### src/rtl/uart_reg_rx_if.sv
// rtl/uart_reg_rx_if.sv - completed-word handshake between uart_reg_rx and the register file
interface uart_reg_rx_if #(
   parameter int ADDR_W = 4
);
   logic [ADDR_W-1:0] uart_addr;
   logic [7:0]        uart_data;
   logic              uart_valid;
   logic              uart_ack;

   modport master (output uart_addr, output uart_data, output uart_valid, input uart_ack);
   modport slave  (input uart_addr, input uart_data, input uart_valid, output uart_ack);
endinterface

### src/rtl/uart_reg_rx.sv
// rtl/uart_reg_rx.sv - two-byte serial register-write receiver with error reporting
// Optional even parity bit after D7 when UART_RX_PARITY_EN is defined.
module uart_reg_rx #(
   parameter int BAUD_DIV  = 6,
   parameter int ADDR_W    = 4,
   parameter int ERR_CNT_W = 8
) (
   input  logic                 clk,
   input  logic                 rst_n,
   input  logic                 uart_clk,
   input  logic                 rx,
   uart_reg_rx_if.master        bus,
   output logic                 frame_err,
   output logic                 seq_err,
   output logic                 overrun,
   output logic                 parity_err,
   output logic [ERR_CNT_W-1:0] err_count
);
   localparam logic [3:0] HALF = 4'(BAUD_DIV / 2);
   localparam logic [3:0] LAST = 4'(BAUD_DIV - 1);

   typedef enum logic [2:0] {
      S_IDLE,
      S_START,
      S_DATA,
`ifdef UART_RX_PARITY_EN
      S_PARITY,
`endif
      S_STOP,
      S_BREAK
   } state_t;

   state_t            state, state_nx;
   logic [3:0]        cnt, cnt_nx;
   logic [2:0]        bit_idx, bit_nx;
   logic [7:0]        shreg, sh_nx;
   logic              par_bad, par_bad_nx;
   logic              rx_s1, rx_s2, rx_prev, armed;
   logic [1:0]        settle;
   logic              pending;
   logic [6:0]        hold;
   logic              byte_ok, frame_c, seq_c, ovr_c, word_done, load, any_err;
   logic              valid_q;
   logic [7:0]        data_q;
   logic [ADDR_W-1:0] addr_q;
`ifdef UART_RX_PARITY_EN
   logic              par_c;
`endif

   always_ff @(posedge clk) begin
      if (!rst_n) state <= S_IDLE;
      else        state <= state_nx;
   end

   always_comb begin
      state_nx   = state;
      cnt_nx     = cnt;
      bit_nx     = bit_idx;
      sh_nx      = shreg;
      par_bad_nx = par_bad;
      byte_ok    = 1'b0;
      frame_c    = 1'b0;
`ifdef UART_RX_PARITY_EN
      par_c      = 1'b0;
`endif
      if (uart_clk) begin
         case (state)
            S_IDLE: begin
               if (armed && rx_prev && !rx_s2) begin
                  cnt_nx   = 4'd0;
                  state_nx = S_START;
               end
            end
            S_START: begin
               if (cnt == HALF) begin
                  cnt_nx     = 4'd0;
                  bit_nx     = 3'd0;
                  par_bad_nx = 1'b0;
                  state_nx   = rx_s2 ? S_IDLE : S_DATA;
               end else begin
                  cnt_nx = cnt + 4'd1;
               end
            end
            S_DATA: begin
               if (cnt == LAST) begin
                  cnt_nx = 4'd0;
                  sh_nx  = {rx_s2, shreg[7:1]};
                  bit_nx = bit_idx + 3'd1;
                  if (bit_idx == 3'd7) begin
`ifdef UART_RX_PARITY_EN
                     state_nx = S_PARITY;
`else
                     state_nx = S_STOP;
`endif
                  end
               end else begin
                  cnt_nx = cnt + 4'd1;
               end
            end
`ifdef UART_RX_PARITY_EN
            S_PARITY: begin
               if (cnt == LAST) begin
                  cnt_nx     = 4'd0;
                  par_c      = (^shreg) != rx_s2;
                  par_bad_nx = par_c;
                  state_nx   = S_STOP;
               end else begin
                  cnt_nx = cnt + 4'd1;
               end
            end
`endif
            S_STOP: begin
               if (cnt == LAST) begin
                  cnt_nx = 4'd0;
                  if (rx_s2) begin
                     byte_ok  = !par_bad;
                     state_nx = S_IDLE;
                  end else begin
                     frame_c  = 1'b1;
                     state_nx = S_BREAK;
                  end
               end else begin
                  cnt_nx = cnt + 4'd1;
               end
            end
            S_BREAK: begin
               if (rx_s2) state_nx = S_IDLE;
            end
            default: state_nx = S_IDLE;
         endcase
      end
   end

   assign word_done = byte_ok && shreg[7] && pending;
   assign seq_c     = byte_ok && shreg[7] && !pending;
   assign ovr_c     = word_done && valid_q && !bus.uart_ack;
   assign load      = word_done && !ovr_c;
`ifdef UART_RX_PARITY_EN
   assign any_err   = frame_c | seq_c | ovr_c | par_c;
`else
   assign any_err   = frame_c | seq_c | ovr_c;
`endif

   always_ff @(posedge clk) begin
      if (!rst_n) begin
         rx_s1     <= 1'b1;
         rx_s2     <= 1'b1;
         rx_prev   <= 1'b1;
         settle    <= 2'b00;
         armed     <= 1'b0;
         cnt       <= 4'd0;
         bit_idx   <= 3'd0;
         shreg     <= 8'd0;
         par_bad   <= 1'b0;
         pending   <= 1'b0;
         hold      <= 7'd0;
         valid_q   <= 1'b0;
         data_q    <= 8'd0;
         addr_q    <= '0;
         frame_err <= 1'b0;
         seq_err   <= 1'b0;
         overrun   <= 1'b0;
         err_count <= '0;
      end else begin
         rx_s1   <= rx;
         rx_s2   <= rx_s1;
         // rx_s2 only reflects the pin two clocks after reset; arming waits for that
         settle  <= {settle[0], 1'b1};
         if (uart_clk) begin
            rx_prev <= rx_s2;
            if (settle[1] && rx_s2) armed <= 1'b1;
         end
         cnt       <= cnt_nx;
         bit_idx   <= bit_nx;
         shreg     <= sh_nx;
         par_bad   <= par_bad_nx;
         frame_err <= frame_c;
         seq_err   <= seq_c;
         overrun   <= ovr_c;
         if (byte_ok) begin
            if (!shreg[7]) begin
               hold    <= shreg[6:0];
               pending <= 1'b1;
            end else begin
               pending <= 1'b0;
            end
         end
         if (load) begin
            addr_q  <= shreg[ADDR_W:1];
            data_q  <= {shreg[0], hold};
            valid_q <= 1'b1;
         end else if (valid_q && bus.uart_ack) begin
            valid_q <= 1'b0;
         end
         if (any_err && err_count != '1) err_count <= err_count + ERR_CNT_W'(1);
      end
   end

`ifdef UART_RX_PARITY_EN
   always_ff @(posedge clk) begin
      if (!rst_n) parity_err <= 1'b0;
      else        parity_err <= par_c;
   end
`else
   assign parity_err = 1'b0;
`endif

   assign bus.uart_valid = valid_q;
   assign bus.uart_data  = data_q;
   assign bus.uart_addr  = addr_q;
endmodule

### src/flat_wrapper.sv
// flat-port wrapper written by rule: the top's interface ports become plain ports
module uart_reg_rx_flat 
#(
   parameter int BAUD_DIV  = 6,
   parameter int ADDR_W    = 4,
   parameter int ERR_CNT_W = 8
)
  (clk, rst_n, uart_clk, rx, frame_err, seq_err, overrun, parity_err, err_count, bus_uart_addr, bus_uart_data, bus_uart_valid, bus_uart_ack);
  uart_reg_rx_if #(.ADDR_W(ADDR_W)) bus_i ();
  input  logic clk;
  input  logic rst_n;
  input  logic uart_clk;
  input  logic rx;
  output logic frame_err;
  output logic seq_err;
  output logic overrun;
  output logic parity_err;
  output logic [ERR_CNT_W-1:0] err_count;
  output wire logic [$bits(bus_i.uart_addr)-1:0] bus_uart_addr;
  output wire logic [$bits(bus_i.uart_data)-1:0] bus_uart_data;
  output wire logic [$bits(bus_i.uart_valid)-1:0] bus_uart_valid;
  input wire logic [$bits(bus_i.uart_ack)-1:0] bus_uart_ack;
  assign bus_uart_addr = bus_i.uart_addr;
  assign bus_uart_data = bus_i.uart_data;
  assign bus_uart_valid = bus_i.uart_valid;
  assign bus_i.uart_ack = bus_uart_ack;
  uart_reg_rx #(.BAUD_DIV(BAUD_DIV), .ADDR_W(ADDR_W), .ERR_CNT_W(ERR_CNT_W)) u_core (.clk(clk), .rst_n(rst_n), .uart_clk(uart_clk), .rx(rx), .bus(bus_i), .frame_err(frame_err), .seq_err(seq_err), .overrun(overrun), .parity_err(parity_err), .err_count(err_count));
endmodule
### config.mk
export PLATFORM = sky130hd
export DESIGN_NAME = uart_reg_rx_flat
export DESIGN_NICKNAME = d
export VERILOG_FILES = /design/src/rtl/uart_reg_rx_if.sv /design/src/rtl/uart_reg_rx.sv /design/src/flat_wrapper.sv
export SDC_FILE = /design/constraint.sdc
export NUM_CORES = 1
export LEC_CHECK = 0
export CORE_ASPECT_RATIO = 0.5
export CORE_MARGIN = 2
export CORE_UTILIZATION = 31
export CTS_BUF_LIST = sky130_fd_sc_hd__clkbuf_4
export DETAILED_ROUTE_END_ITERATION = 8
export PLACE_DENSITY_LB_ADDON = 0.25
export SYNTH_ARGS = -nofsm -noshare
export SYNTH_HDL_FRONTEND = slang
export SYNTH_SLANG_ARGS = --single-unit
### constraint.sdc
create_clock -name clk -period 6.1 [get_ports clk]
set_input_delay 1.83 -clock clk [delete_from_list [all_inputs] [get_ports clk]]
set_output_delay 1.83 -clock clk [all_outputs]
set_load 0.03 [all_outputs]
==> metrics.txt, run 1 <==
Max Transition Viols Final 0; post-cts gate resize count 0; clock buffer depth 2; CP max FO 11; Crit-path slowest cell clkdlybuf4s50_1; initial DRC count 98; initial antenna violation count 0; gr busiest metal met2; Period Utilization, post-route 56.92%; HPWL Detailed 3413 um; number of H-tree levels 2; sequential cell area fraction in the yosys report 45.16%; CP cell instances clkdlybuf4s50_1, nand4b_2, or2_1, or4_1, a21boi_0; max cap viols 0; DIE AREA 8783 um2; first-pass GRT wire length 8418 um; drt drc 0; required time of the worst setup path 6390 ps; Comb pwr share 3.3%; HP Class flop to flop; TritonCTS clock tree built; pin count of the biggest net entering global routing 58; kind of end point of the critical path flop; critical path launch point type input pin; RSZ-0062 raised after global routing no; met1 Use GR 15.90%; cts-stage hold buffer count 0; DP Worst Slack 2236 ps; Leakage 1.038 nW; proportion of layout cells with a drive suffix above 1 6.143%; worst hold slack 431.9 ps; PwrDens 192.2 nW/um2; clk_lat worst skew 370 ps; share of async-settable or async-resettable flops after synthesis 0%; delay-heaviest family, CP simple AND/OR/NAND/NOR gates; switching portion of total power 23.40%; TritonCTS buffer count 5; Max stage delay on crit path 680 ps; Reg2Reg Setup Slack 3800 ps; Reg2Reg Capture Point u_core.bit_idx[0]; Distinct cells, synth 54; dpl cells 393; met3 Usage GRT 2.932%; fillers 770; sequential share of power 66.7%; Hold Path Depth 1; post-synth top area cell dfxtp_1; Worst EP arrival 3770 ps; setup total negative slack 0 ps; WP buf/inv 1; Area Growth Syn to Fin 16.18%; postcts setup bufs 0; Clock Sinks 56; clk root buf clkbuf_4; antenna-violating nets left 0; P_sw 0.0001297 W; Tmin final 3472 ps; worst r2r src u_core.state[1]; # IOs 30; initial core utilization 32.91%; PnR worst setup slack 2628 ps; hold path startpoint u_core.rx_s1; Internal Pwr Total 0.0004246 W; core box area 7542 um2; Ys Warns 0; Synth top area share 45.16%; Cell Area, Synth 2482 um2; Setup-failing EPs final 0; Area contributors post-synth dfxtp_1 45%, mux2i_1 8.5%, nand3_1 4.6%, nand2_1 4.2%, ha_1 3.0%; Max Freq 288.0 MHz; FP Rows 22; FF+latch count, synth 56; ys flop type dfxtp_1; routed wire length 4967 um; Syn Nets 283; commonest non-fill, non-tap cell in the layout dfxtp_1; Clk pwr share 30.0%; die height 67.28 um; nets 303; Worst R2R Path Depth 4; clk_skew 13.68 ps; Avg WL per Cell 12.39 um; Syn Area/Cell 9.126 um2; GPL Wtd Cong 0.7527; most frequent cells in the layout 56 x dfxtp_1, 28 x nand2_1, 27 x clkdlybuf4s50_1, 23 x nand3_1, 21 x mux2i_1; Post-synth EDFFs 0; Post-Layout Cell Count 401; Endpoint, Worst Hold u_core.rx_s2; Overflow after GRT 0; I/O Buffers 28; drt pass-1 iters 4; vias in the first global route 1,771; Worst-path clk slew 160 ps; All-Layer GR Usage 11.92%; Vias 1,953; status finished, final reports clean; Mapped Cells 272; drt via density 4.870; M2 GR Usage 19.79%; worst vdd ir 0.00008549 V; Crit Path Category input pin to flop; Slew HR 44.67%; final hold viol count 0; worst slew pin tran 827.4 ps; Antenna Cells 0; Die X 130.6 um; Util after Layout 38.24%
## worst max path at each step
stage | start | end | slack (ps) | cells after the start
5_1_grt | uart_clk | u_core.err_count[2] | 2530 | 5
3_5_place_dp | uart_clk | u_core.err_count[2] | 2240 | 5
3_3_place_gp | uart_clk | u_core.err_count[2] | 2300 | 5
6_report | uart_clk | u_core.err_count[2] | 2630 | 5
2_1_floorplan | uart_clk | u_core.err_count[5] | 2920 | 6
4_1_cts | uart_clk | u_core.err_count[2] | 2620 | 5
## metrics by stage
step	power, W	cell area, um2
6_report	0.0005542	2884
5_1_grt	0.0005825	2884
4_1_cts	0.0005657	2884
3_5_place_dp	0.0003957	2823
3_3_place_gp	0.0003953	2823
2_1_floorplan	0.0003907	2482
## power by group through the flow
stage	logic, W	registers (W)	clock network, W
detailed placement	0.0000184	0.000377	0
CTS	0.0000183	0.000370	0.000178
floorplan	0.0000144	0.000376	0
global route	0.0000203	0.000370	0.000192
finish	0.0000181	0.000370	0.000166
global placement	0.0000179	0.000377	0
## registers in the layout (all words and copies together) (netlist names)
name	count
u_core.armed	1
u_core.bit_idx	3
u_core.bus.uart_addr	4
u_core.bus.uart_data	8
u_core.bus.uart_valid	1
u_core.cnt	4
u_core.err_count	8
u_core.frame_err	1
u_core.hold	7
u_core.overrun	1
u_core.pending	1
u_core.rx_prev	1
u_core.rx_s1	1
u_core.rx_s2	1
u_core.seq_err	1
u_core.settle	2
u_core.shreg	8
u_core.state	3
## kinds of logic (layout without fill, tap and decap cells)
| family | after synthesis | after routing | synth area share (%) |
|---|---|---|---|
| AO/OA/AOI/OAI | 46 | 46 | 12.10 |
| multiplexers | 21 | 21 | 8.468 |
| flip-flops | 56 | 56 | 45.16 |
| adder cells (fa/ha/maj) | 6 | 6 | 3.024 |
| buffers and inverters | 21 | 42 | 4.032 |
| AND/OR/NAND/NOR | 121 | 121 | 27.07 |
| other | 1 | 1 | 0.1511 |
## synthesized netlist by cell type, types with 3 or more instances
cell and n:
dfxtp_1 56, nand2_1 28, nand3_1 23, mux2i_1 21, nor2_1 19, o21ai_0 14
clkbuf_1 10, nand2b_1 10, nor2b_1 7, ha_1 6, a31oi_1 5, a21oi_1 4
nor3b_1 4, a21boi_1 3, buf_4 3, inv_1 3, nand3b_1 3, nor3_1 3
o21a_1 3, or4_1 3
## per-layer routing
layer	part of all wire, %	routed length [um]
met5	0	0
met4	0.58	29
met3	3.5	172
met2	44	2175
met1	52	2590
## layout make-up
class,instances,area [um2],area share [%]
clock buffers,6,45.04,1.562
multi-input cells,195,1261,43.73
inverters,4,15.01,0.5206
flip-flops and latches,56,1121,38.87
repair buffers,30,290.3,10.07
well taps,108,135.1,4.685
clock inverters,2,16.27,0.5640
(Power assumes the default switching activity.)
==> run 2, diff against run 1 <==
==> constraint.sdc (replaced) <==
create_clock -name clk -period 3.6 [get_ports clk]
set_input_delay 1.08 -clock clk [delete_from_list [all_inputs] [get_ports clk]]
set_output_delay 1.08 -clock clk [all_outputs]
set_load 0.03 [all_outputs]
==> metrics.txt, run 2 (synthesis results as in run 1) <==
Slew HR 44.99%; FP Rows 22; CP max FO 8; Leakage 1.053 nW; Setup-failing EPs final 0; Reg2Reg Setup Slack 1560 ps; Max Freq 371.0 MHz; Max stage delay on crit path 740 ps; Worst R2R Path Depth 6; initial antenna violation count 0; worst vdd ir 0.0001369 V; number of H-tree levels 2; Vias 1,965; Tmin final 2696 ps; Sequential Area 1121 um2; Clock Sinks 56; Overflow after GRT 0; Die X 130.6 um; Crit Path Category flop to output port; Worst EP arrival 1620 ps; Worst-path clk slew 160 ps; kind of end point of the critical path output port; PwrDens 327.0 nW/um2; drt via density 4.864; nets 306; postcts setup bufs 0; most frequent cells in the layout 56 x dfxtp_1, 28 x nand2_1, 27 x clkdlybuf4s50_1, 23 x nand3_1, 21 x mux2i_1; Period Utilization, post-route 74.88%; Pwr Total 0.0009508 W; worst slew pin tran 822.5 ps; CP cell instances clkdlybuf4s50_1; initial DRC count 65; initial core utilization 32.91%; Crit-path slowest cell clkdlybuf4s50_1; Critical Path Sink err_count[2]; pin count of the biggest net entering global routing 57; drt drc 0; clk root buf clkbuf_4; status finished, final reports clean; first-pass GRT wire length 8487 um; required time of the worst setup path 2520 ps; setup total negative slack 0 ps; final hold viol count 0; Antenna Cells 0; worst r2r src u_core.bit_idx[0]; Max Transition Viols Final 0; HP Class flop to flop; post-cts gate resize count 0; clk_lat worst skew 400 ps; TritonCTS clock tree built; fillers 777; # IOs 30; HPWL Detailed 3375 um; proportion of layout cells with a drive suffix above 1 7.095%; Reg2Reg Capture Point u_core.state[1]; TritonCTS buffer count 5; Avg WL per Cell 12.31 um; All-Layer GR Usage 12.09%; drt pass-1 iters 4; clock buffer depth 2; delay-heaviest family, CP buffers and inverters; core box area 7542 um2; Multi-input gate area 1261 um2; RSZ-0062 raised after global routing no; critical path launch point type flop; routed wire length 4972 um; Worst path depth 1; Setup crit start u_core.err_count[2]; vias in the first global route 1,829; die height 67.28 um; max cap viols 0; GPL Wtd Cong 0.7690; cts-stage hold buffer count 0; Area Growth Syn to Fin 17.14%; clk_skew 21.60 ps; DIE AREA 8783 um2; I/O Buffers 28; WP buf/inv 1; antenna-violating nets left 0; commonest non-fill, non-tap cell in the layout dfxtp_1; Hold Path Depth 1
-- run 2: changes by cell type in the layout (fill, tap and decap cells not counted), sizes merged --
cell / previous run / this run
buf: 3 / 6
inv: 3 / 5
clkinv: 2 / 1
clkbuf: 6 / 5
-- run 2: stage by stage --
step	instance area, um2	std cells	util, %	hold WS, ps	worst slack [ps]
finish	2908	404	38.55	444.5	904.4
global route	2908	404	38.55	475.4	797.5
CTS	2908	404	38.55	445.0	885.6
detailed placement	2845	396	37.72	403.3	727.5
global placement	2845	396	37.72	401.1	750.7
floorplan	2482	272	-	386.3	1174
-- run 2: worst min path at each step --
stage | from | slack (ps) | endpoint
2_1_floorplan | u_core.rx_s1 | 390 | u_core.rx_s2
5_1_grt | u_core.settle[0] | 480 | u_core.settle[1]
3_3_place_gp | u_core.rx_s1 | 400 | u_core.rx_s2
4_1_cts | u_core.rx_s1 | 450 | u_core.rx_s2
6_report | u_core.rx_s1 | 440 | u_core.rx_s2
3_5_place_dp | u_core.rx_s1 | 400 | u_core.rx_s2
-- run 2: where the power goes --
group	leakage (nW)	total [W]	switching, W	internal [W]
Sequential	0.452	0.000626	0.00000257	0.000624
Combinational	0.568	0.0000318	0.0000211	0.0000107
Clock	0.0322	0.000293	0.000211	0.0000815
-- run 2: metal layers --
layer	share of wire, %	wire, um	global-route usage (%)
met5	0	0	0
met4	1.3	63	3.989
met3	2.4	118	2.615
met2	44	2163	19.79
met1	53	2627	16.06
-- run 2: layout make-up --
cell class              count  share of cell area [%]
flip-flops and latches     56                   38.55
repair buffers             33                   10.76
well taps                 108                   4.647
inverters                   4                  0.5164
multi-input cells         195                   43.37
clock buffers               5                   1.291
clock inverters             3                  0.8606
